## config.mk

```make
export PLATFORM = sky130hd
export DESIGN_NAME = passcode_entry_ctrl
export DESIGN_NICKNAME = d
export VERILOG_FILES = /design/src/rtl/alarm_pkg.sv /design/src/rtl/cycle_timer.sv /design/src/rtl/passcode_entry_ctrl.sv
export SDC_FILE = /design/constraint.sdc
export NUM_CORES = 1
export LEC_CHECK = 0
export CORE_UTILIZATION = 40
export DETAILED_ROUTE_END_ITERATION = 8
export MAX_ROUTING_LAYER = met4
export SYNTH_ARGS = -nofsm -noshare
export SYNTH_HDL_FRONTEND = slang
export SYNTH_SLANG_ARGS = --single-unit
```

## constraint.sdc

```tcl
create_clock -name clock -period 1.75 [get_ports clock]
set_input_delay 0.35 -clock clock [delete_from_list [all_inputs] [get_ports clock]]
set_output_delay 0.35 -clock clock [all_outputs]
set_load 0.01 [all_outputs]
```

## src/rtl/alarm_pkg.sv

```systemverilog
// alarm_pkg: shared keypad-alarm constants, CLOCK_50 timing and entry FSM encoding.
package alarm_pkg;
  localparam int CODE_DIGITS = 4;
  localparam int DIGIT_W = 4;
  localparam int CLOCK_HZ = 50_000_000;
  localparam int DEF_PENALTY_CYCLES = CLOCK_HZ;
  localparam int DEF_TIMEOUT_CYCLES = 10 * CLOCK_HZ;
  typedef enum logic [2:0] {
    S_IDLE,
    S_ENTRY,
    S_CMP,
    S_WAIT,
    S_PENALTY,
    S_ALARM
  } state_t;
endpackage

```

## src/rtl/cycle_timer.sv

```systemverilog
// cycle_timer: loadable saturating down-counter; done is high while the count is zero.
module cycle_timer #(
  parameter int CNT_W = 29
) (
  input  logic             clock,
  input  logic             resetn,
  input  logic             load,
  input  logic [CNT_W-1:0] load_val,
  output logic             done
);
  logic [CNT_W-1:0] count;
  always_ff @(posedge clock or negedge resetn)
    if (!resetn) count <= '0;
    else if (load) count <= load_val;
    else if (count != '0) count <= count - 1'b1;
  assign done = (count == '0);
endmodule

```

## src/rtl/passcode_entry_ctrl.sv

```systemverilog
// passcode_entry_ctrl: collects keypad digits into the attempt register, runs the validator
// handshake, and enforces failure penalty, inactivity timeout and the sticky alarm request.
module passcode_entry_ctrl import alarm_pkg::*; #(
  parameter int NUM_DIGITS = CODE_DIGITS,
  parameter int MAX_FAILS = 3,
  parameter int PENALTY_CYCLES = DEF_PENALTY_CYCLES,
  parameter int TIMEOUT_CYCLES = DEF_TIMEOUT_CYCLES,
  parameter int CNT_W = 29
) (
  input  logic               clock,
  input  logic               resetn,
  input  logic               enable,
  input  logic               digit_valid,
  input  logic [DIGIT_W-1:0] digit,
  input  logic               enter,
  input  logic               cmp_done,
  input  logic               cmp_match,
  output logic               attempt_clr,
  output logic               attempt_we,
  output logic [DIGIT_W-1:0] digit_out,
  output logic               cmp_req,
  output logic               pass_ok,
  output logic               pass_fail,
  output logic               alarm_req,
  output logic [2:0]         digits_entered,
  output logic [1:0]         fails,
  output logic               busy
);
  localparam logic [2:0] FULL = 3'(NUM_DIGITS);
  localparam logic [1:0] FAIL_MAX = 2'(MAX_FAILS);
  state_t state;
  logic acc_digit, fail_now, tmr_load, tmr_done;
  logic [1:0] fails_nx;
  logic [CNT_W-1:0] tmr_val;
  assign acc_digit = enable && digit_valid &&
                     (state == S_IDLE || (state == S_ENTRY && digits_entered < FULL));
  // a premature enter shares the mismatch path; a same-cycle digit suppresses enter
  assign fail_now = (state == S_ENTRY && enable && !digit_valid && enter && digits_entered != FULL) ||
                    (state == S_WAIT && cmp_done && !cmp_match);
  assign fails_nx = (fails == FAIL_MAX) ? fails : fails + 2'd1;
  assign tmr_load = acc_digit || fail_now;
  assign tmr_val = fail_now ? CNT_W'(PENALTY_CYCLES - 1) : CNT_W'(TIMEOUT_CYCLES - 1);
  cycle_timer #(.CNT_W(CNT_W)) u_timer (
    .clock(clock),
    .resetn(resetn),
    .load(tmr_load),
    .load_val(tmr_val),
    .done(tmr_done)
  );
  always_ff @(posedge clock or negedge resetn)
    if (!resetn) begin
      state <= S_IDLE;
      attempt_clr <= 1'b0;
      attempt_we <= 1'b0;
      digit_out <= '0;
      cmp_req <= 1'b0;
      pass_ok <= 1'b0;
      pass_fail <= 1'b0;
      alarm_req <= 1'b0;
      digits_entered <= '0;
      fails <= '0;
      busy <= 1'b0;
    end else begin
      attempt_clr <= 1'b0;
      attempt_we <= 1'b0;
      cmp_req <= 1'b0;
      pass_ok <= 1'b0;
      pass_fail <= 1'b0;
      busy <= 1'b0;
      if (acc_digit) begin
        attempt_we <= 1'b1;
        digit_out <= digit;
      end
      case (state)
        S_IDLE: if (acc_digit) begin
          state <= S_ENTRY;
          attempt_clr <= 1'b1;
          digits_entered <= 3'd1;
        end
        S_ENTRY:
          if (!enable) begin
            attempt_clr <= 1'b1;
            digits_entered <= '0;
            state <= S_IDLE;
          end else if (acc_digit) digits_entered <= digits_entered + 3'd1;
          else if (enter && !digit_valid) begin
            if (digits_entered == FULL) begin
              state <= S_CMP;
              cmp_req <= 1'b1;
              busy <= 1'b1;
            end
          end else if (tmr_done) begin
            attempt_clr <= 1'b1;
            digits_entered <= '0;
            state <= S_IDLE;
          end
        S_CMP: begin
          state <= S_WAIT;
          busy <= 1'b1;
        end
        S_WAIT:
          if (!cmp_done) busy <= 1'b1;
          else if (cmp_match) begin
            pass_ok <= 1'b1;
            fails <= '0;
            attempt_clr <= 1'b1;
            digits_entered <= '0;
            state <= S_IDLE;
          end
        S_PENALTY:
          if (!enable) begin
            attempt_clr <= 1'b1;
            state <= S_IDLE;
          end else if (tmr_done) state <= S_IDLE;
          else busy <= 1'b1;
        S_ALARM: state <= S_ALARM;
        default: state <= S_IDLE;
      endcase
      if (fail_now) begin
        pass_fail <= 1'b1;
        fails <= fails_nx;
        attempt_clr <= 1'b1;
        digits_entered <= '0;
        state <= (fails_nx == FAIL_MAX) ? S_ALARM : S_PENALTY;
        busy <= (fails_nx != FAIL_MAX);
        alarm_req <= alarm_req || (fails_nx == FAIL_MAX);
      end
    end
endmodule

```

==> impl_results.md <==
* Worst path required time at 1.95 ns
* Arr. time, crit path at 2.25 ns
* Critical path class: reg -> reg
* Start point of the critical path: u_timer.count[14]
* Total count of hold-check failures in the final report at 2
* Worst-case clock skew at 0.00678 ns
* # IOs at 27
* Overall Power at about 0.005 W
* Number of enable-type register cells in the synthesized netlist at 0
* Number of rows created at floorplan at 28
* Cell area after technology mapping at 0.00259 mm^2
* Inserted Clock Buffers at 5
* Portion of netlist area occupied by mux cells at about 1.2%
* Number of nets in the layout at between 400 and 500
* Total via count in the routed design at 2,627
* Cells traversed along the worst timing path: nor4_2 -> buf_4 -> nand4_1 -> buf_4 -> buf_6 -> nor3_4 -> o31ai_4 -> mux2_4
* Clock Sink Count at 48
* Dominant synthesized flop cell: dfrtp_1
* Avg Inst Size Synth at 9.40 um^2
* Vias per Instance at 5.48
* 1st-pass router iterations at 4
* Most used standard cell by instance count after synthesis: dfrtp_1
* Number of global-route vias before repair at 2,513
* GRT Util Overall at 23.9%
* Crit path launch type: flop
* Startpoint of the most critical register-to-register path: u_timer.count[14]
* Detailed placer's ending HPWL at about 5 mm
* Number of antenna violations at the first check in global routing at 0
* CTS tree: yes
* Setup slack of the critical path after layout at -0.296 ns
* Leakage power summed over all cells at 1.77 nW
* Pin count of the biggest net entering global routing at 49
* Maximum fanout along the worst path at 3
* Top cells by count, synth: dfrtp_1 (48), nand2_1 (37), nor2_1 (23)
* Number of levels the H-tree was split into at 2
* Part of the Yosys area used for sequential elements at 46.3%
* Clock latency on the worst-skew pair at 0.31 ns
* Most repeated library cell on the critical path: buf_4
* Post-route cell area at between 0.004 and 0.005 mm^2
* Slowest cell on the critical path: dfrtp_1
* Unique cell type count in the Yosys netlist at 54
* Area share of the largest cell type after synthesis at 46.3%
* Fin crit share at 117%
* Violations in the final reports: negative hold slack, negative setup slack
* Yosys top cell by area: dfrtp_1
* Pin slew with the least headroom to its limit at 0.479 ns
* Synthesized instance count at 276
* Worst slack, placed at -0.260 ns
* Max Slew Vio Count at 0
* Hold buffers post-CTS at 0
* Largest family of logic cells by synthesized area: simple AND/OR/NAND/NOR gates
* Largest vdd supply drop at just under 0.7 mV
* Number of design-rule violations left by the first detailed-router iteration at 141
* Run status: finished, violations left
* Number of warnings issued by yosys at 0
* Number of flip-flops and latches in the synthesized netlist at between 40 and 50
* Die W at 82.5 um
* Initial Util at 42.6%
* CTS root buffer: clkbuf_8
* Wire length of the first global-routing pass at 11.9 mm
* Placed instance area at 0.00361 mm^2
* Antenna viol nets, final at 0
* # port buffers at 26
* Routability-driven placement congestion ratio at 0.902
* Stage delay of the slowest cell on the critical path at 0.41 ns
* Final period demand of the worst path at 2.05 ns
* Count of final setup violators at 32
* Synth Area in Simple Gates at 27.0%
* Clock-pin slew on the worst setup and hold paths at ~0.10 ns
* Layout fillers at roughly 470
* Post-synthesis net count at 291
* Wirelength per Cell at 16.3 um
* Die extent in y at 82.5 um
* PwrDens at 1170 mW/mm^2
* Max-capacitance violation count at 0
* Core region area at 0.00610 mm^2
* Overflow after GRT at 0
* Detailed Route WL at 7.79 mm
* Post-synthesis share of cell area spent on full adders, half adders and majority gates at under 10%
* Async set-or-reset flop fraction in the synthesized netlist at 100%
* Post-route DRC violation count at 0
* Die area at 0.00681 mm^2
* Setup repair after global routing missed its margin: yes
* Path category of the worst min-delay check: in -> async
* Worst slew margin at 68.0%
* Layout cell share with drive strength beyond 1 at between 40% and 50%
* Top cells by area in the synthesized netlist: dfrtp_1 (46%), nand2_1 (5.4%), xnor2_1 (4.1%)
* Max frequency at 489 MHz
* Max Buffers Root-to-Sink at 2
* Area growth from synthesis to layout at 62.6%
* Element type at the critical path end: flop
* Xor and xnor fraction of the mapped netlist area at around 6.4%
* Finished Core Util at between 60% and 70%
* N_diodes at 0
* Post-synthesis compound-gate area fraction at 14.6%
* Final Hold Slack at -0.00191 ns
-- logic make-up (layout without fill, tap and decap cells) --
| family | after synthesis | in the layout |
|---|---|---|
| AOI/OAI and AO/OA | 58 | 58 |
| and+or+nand+nor | 126 | 126 |
| DFF | 48 | 48 |
| xor gates and xnor gates | 19 | 19 |
| adders and majority gates | 4 | 4 |
| buffers and inverters | 18 | 146 |
| muxes | 3 | 3 |
-- registers in the layout (all words and copies together) (netlist names) --
| signal | cells |
|---|---|
| alarm_req | 1 |
| busy | 1 |
| state | 3 |
| attempt_we | 1 |
| u_timer.count | 29 |
| digits_entered | 3 |
| digit_out | 4 |
| fails | 2 |
| pass_ok | 1 |
| attempt_clr | 1 |
| cmp_req | 1 |
| pass_fail | 1 |
-- final timing paths --
check | endpoint | slack [ns] | cells past startpoint
worst max-delay path | digits_entered[0] | -0.30 | 8
worst min-delay path | u_timer.count[23] | -0.002 | 2
worst max register to register | digits_entered[0] | -0.30 | 8
worst min register to register | alarm_req | 0.47 | 1
max in group asynchronous | u_timer.count[11] | 1.50 | 2
min in group clock | alarm_req | 0.47 | 1
-- through the flow --
stage / setup TNS, ns / cells
floorplan: -2.04 / 276
global placement: -5.54 / 455
detailed placement: -7.43 / 455
CTS: -2.45 / 466
global route: -9.99 / 479
finish: -5.65 / 479
-- report_power, final --
group | switching (W) | total (W) | internal (W)
clock network | 0.000409 | 0.00112 | 0.000715
logic | 0.000962 | 0.00213 | 0.00116
registers | 0.000282 | 0.00169 | 0.00141
total | 0.00165 | 0.00494 | 0.00329
-- cells in the final DEF (no fill, tap or decap), types with 3 or more instances in the layout --
cell type / instances
inv_1: 7
nor3_2: 5
nand2b_1: 5
nor4_2: 3
or2_2: 5
and2_1: 4
inv_2: 3
a21oi_1: 9
ha_1: 3
bufinv_16: 3
nand2_1: 35
nand4_1: 4
clkdlybuf4s50_1: 25
o21ai_0: 4
xor2_1: 7
o21ai_1: 7
o211ai_1: 5
a21oi_2: 3
clkbuf_8: 5
nor4_1: 3
xnor2_1: 12
nor3_4: 3
buf_6: 16
nor2_1: 21
buf_4: 85
o21ai_2: 6
nor4_4: 5
dfrtp_1: 48
or3_1: 3
nor3_1: 5
-- layout make-up --
type	instances	area, um^2	share of cell area, %
Clock inverter	3	90.1	2.14
Sequential cell	48	1200	28.5
Timing Repair Buffer	128	1090	25.9
Inverter	10	37.5	0.890
Multi-Input combinational cell	210	1630	38.7
Tap cell	75	93.8	2.22
Clock buffer	5	68.8	1.63
-- worst max-delay path, delay by kind of cell (launching register included) --
family                 cells  cell delay (ns)
and+or+nand+nor            3             0.62
DFF                        1             0.41
buffers and inverters      3             0.51
muxes                      1             0.31
AOI/OAI and AO/OA          1             0.09
-- metal layers --
metal / wire length, um / track usage [%] / share of wire [%]
met2: 3830 / 38.1 / 49
met1: 3540 / 30.9 / 45
met4: 126 / 7.41 / 1.6
met5: 0 / - / 0
met3: 298 / 4.51 / 3.8
-- timing repair --
item / CTS / global route
setup buffers: 3 / 13
endpoints found under the setup margin: 33 / 38
pin swaps: 31 / 28
gates resized for setup: 48 / 32
Note: power is estimated with default switching activity, not from simulation.
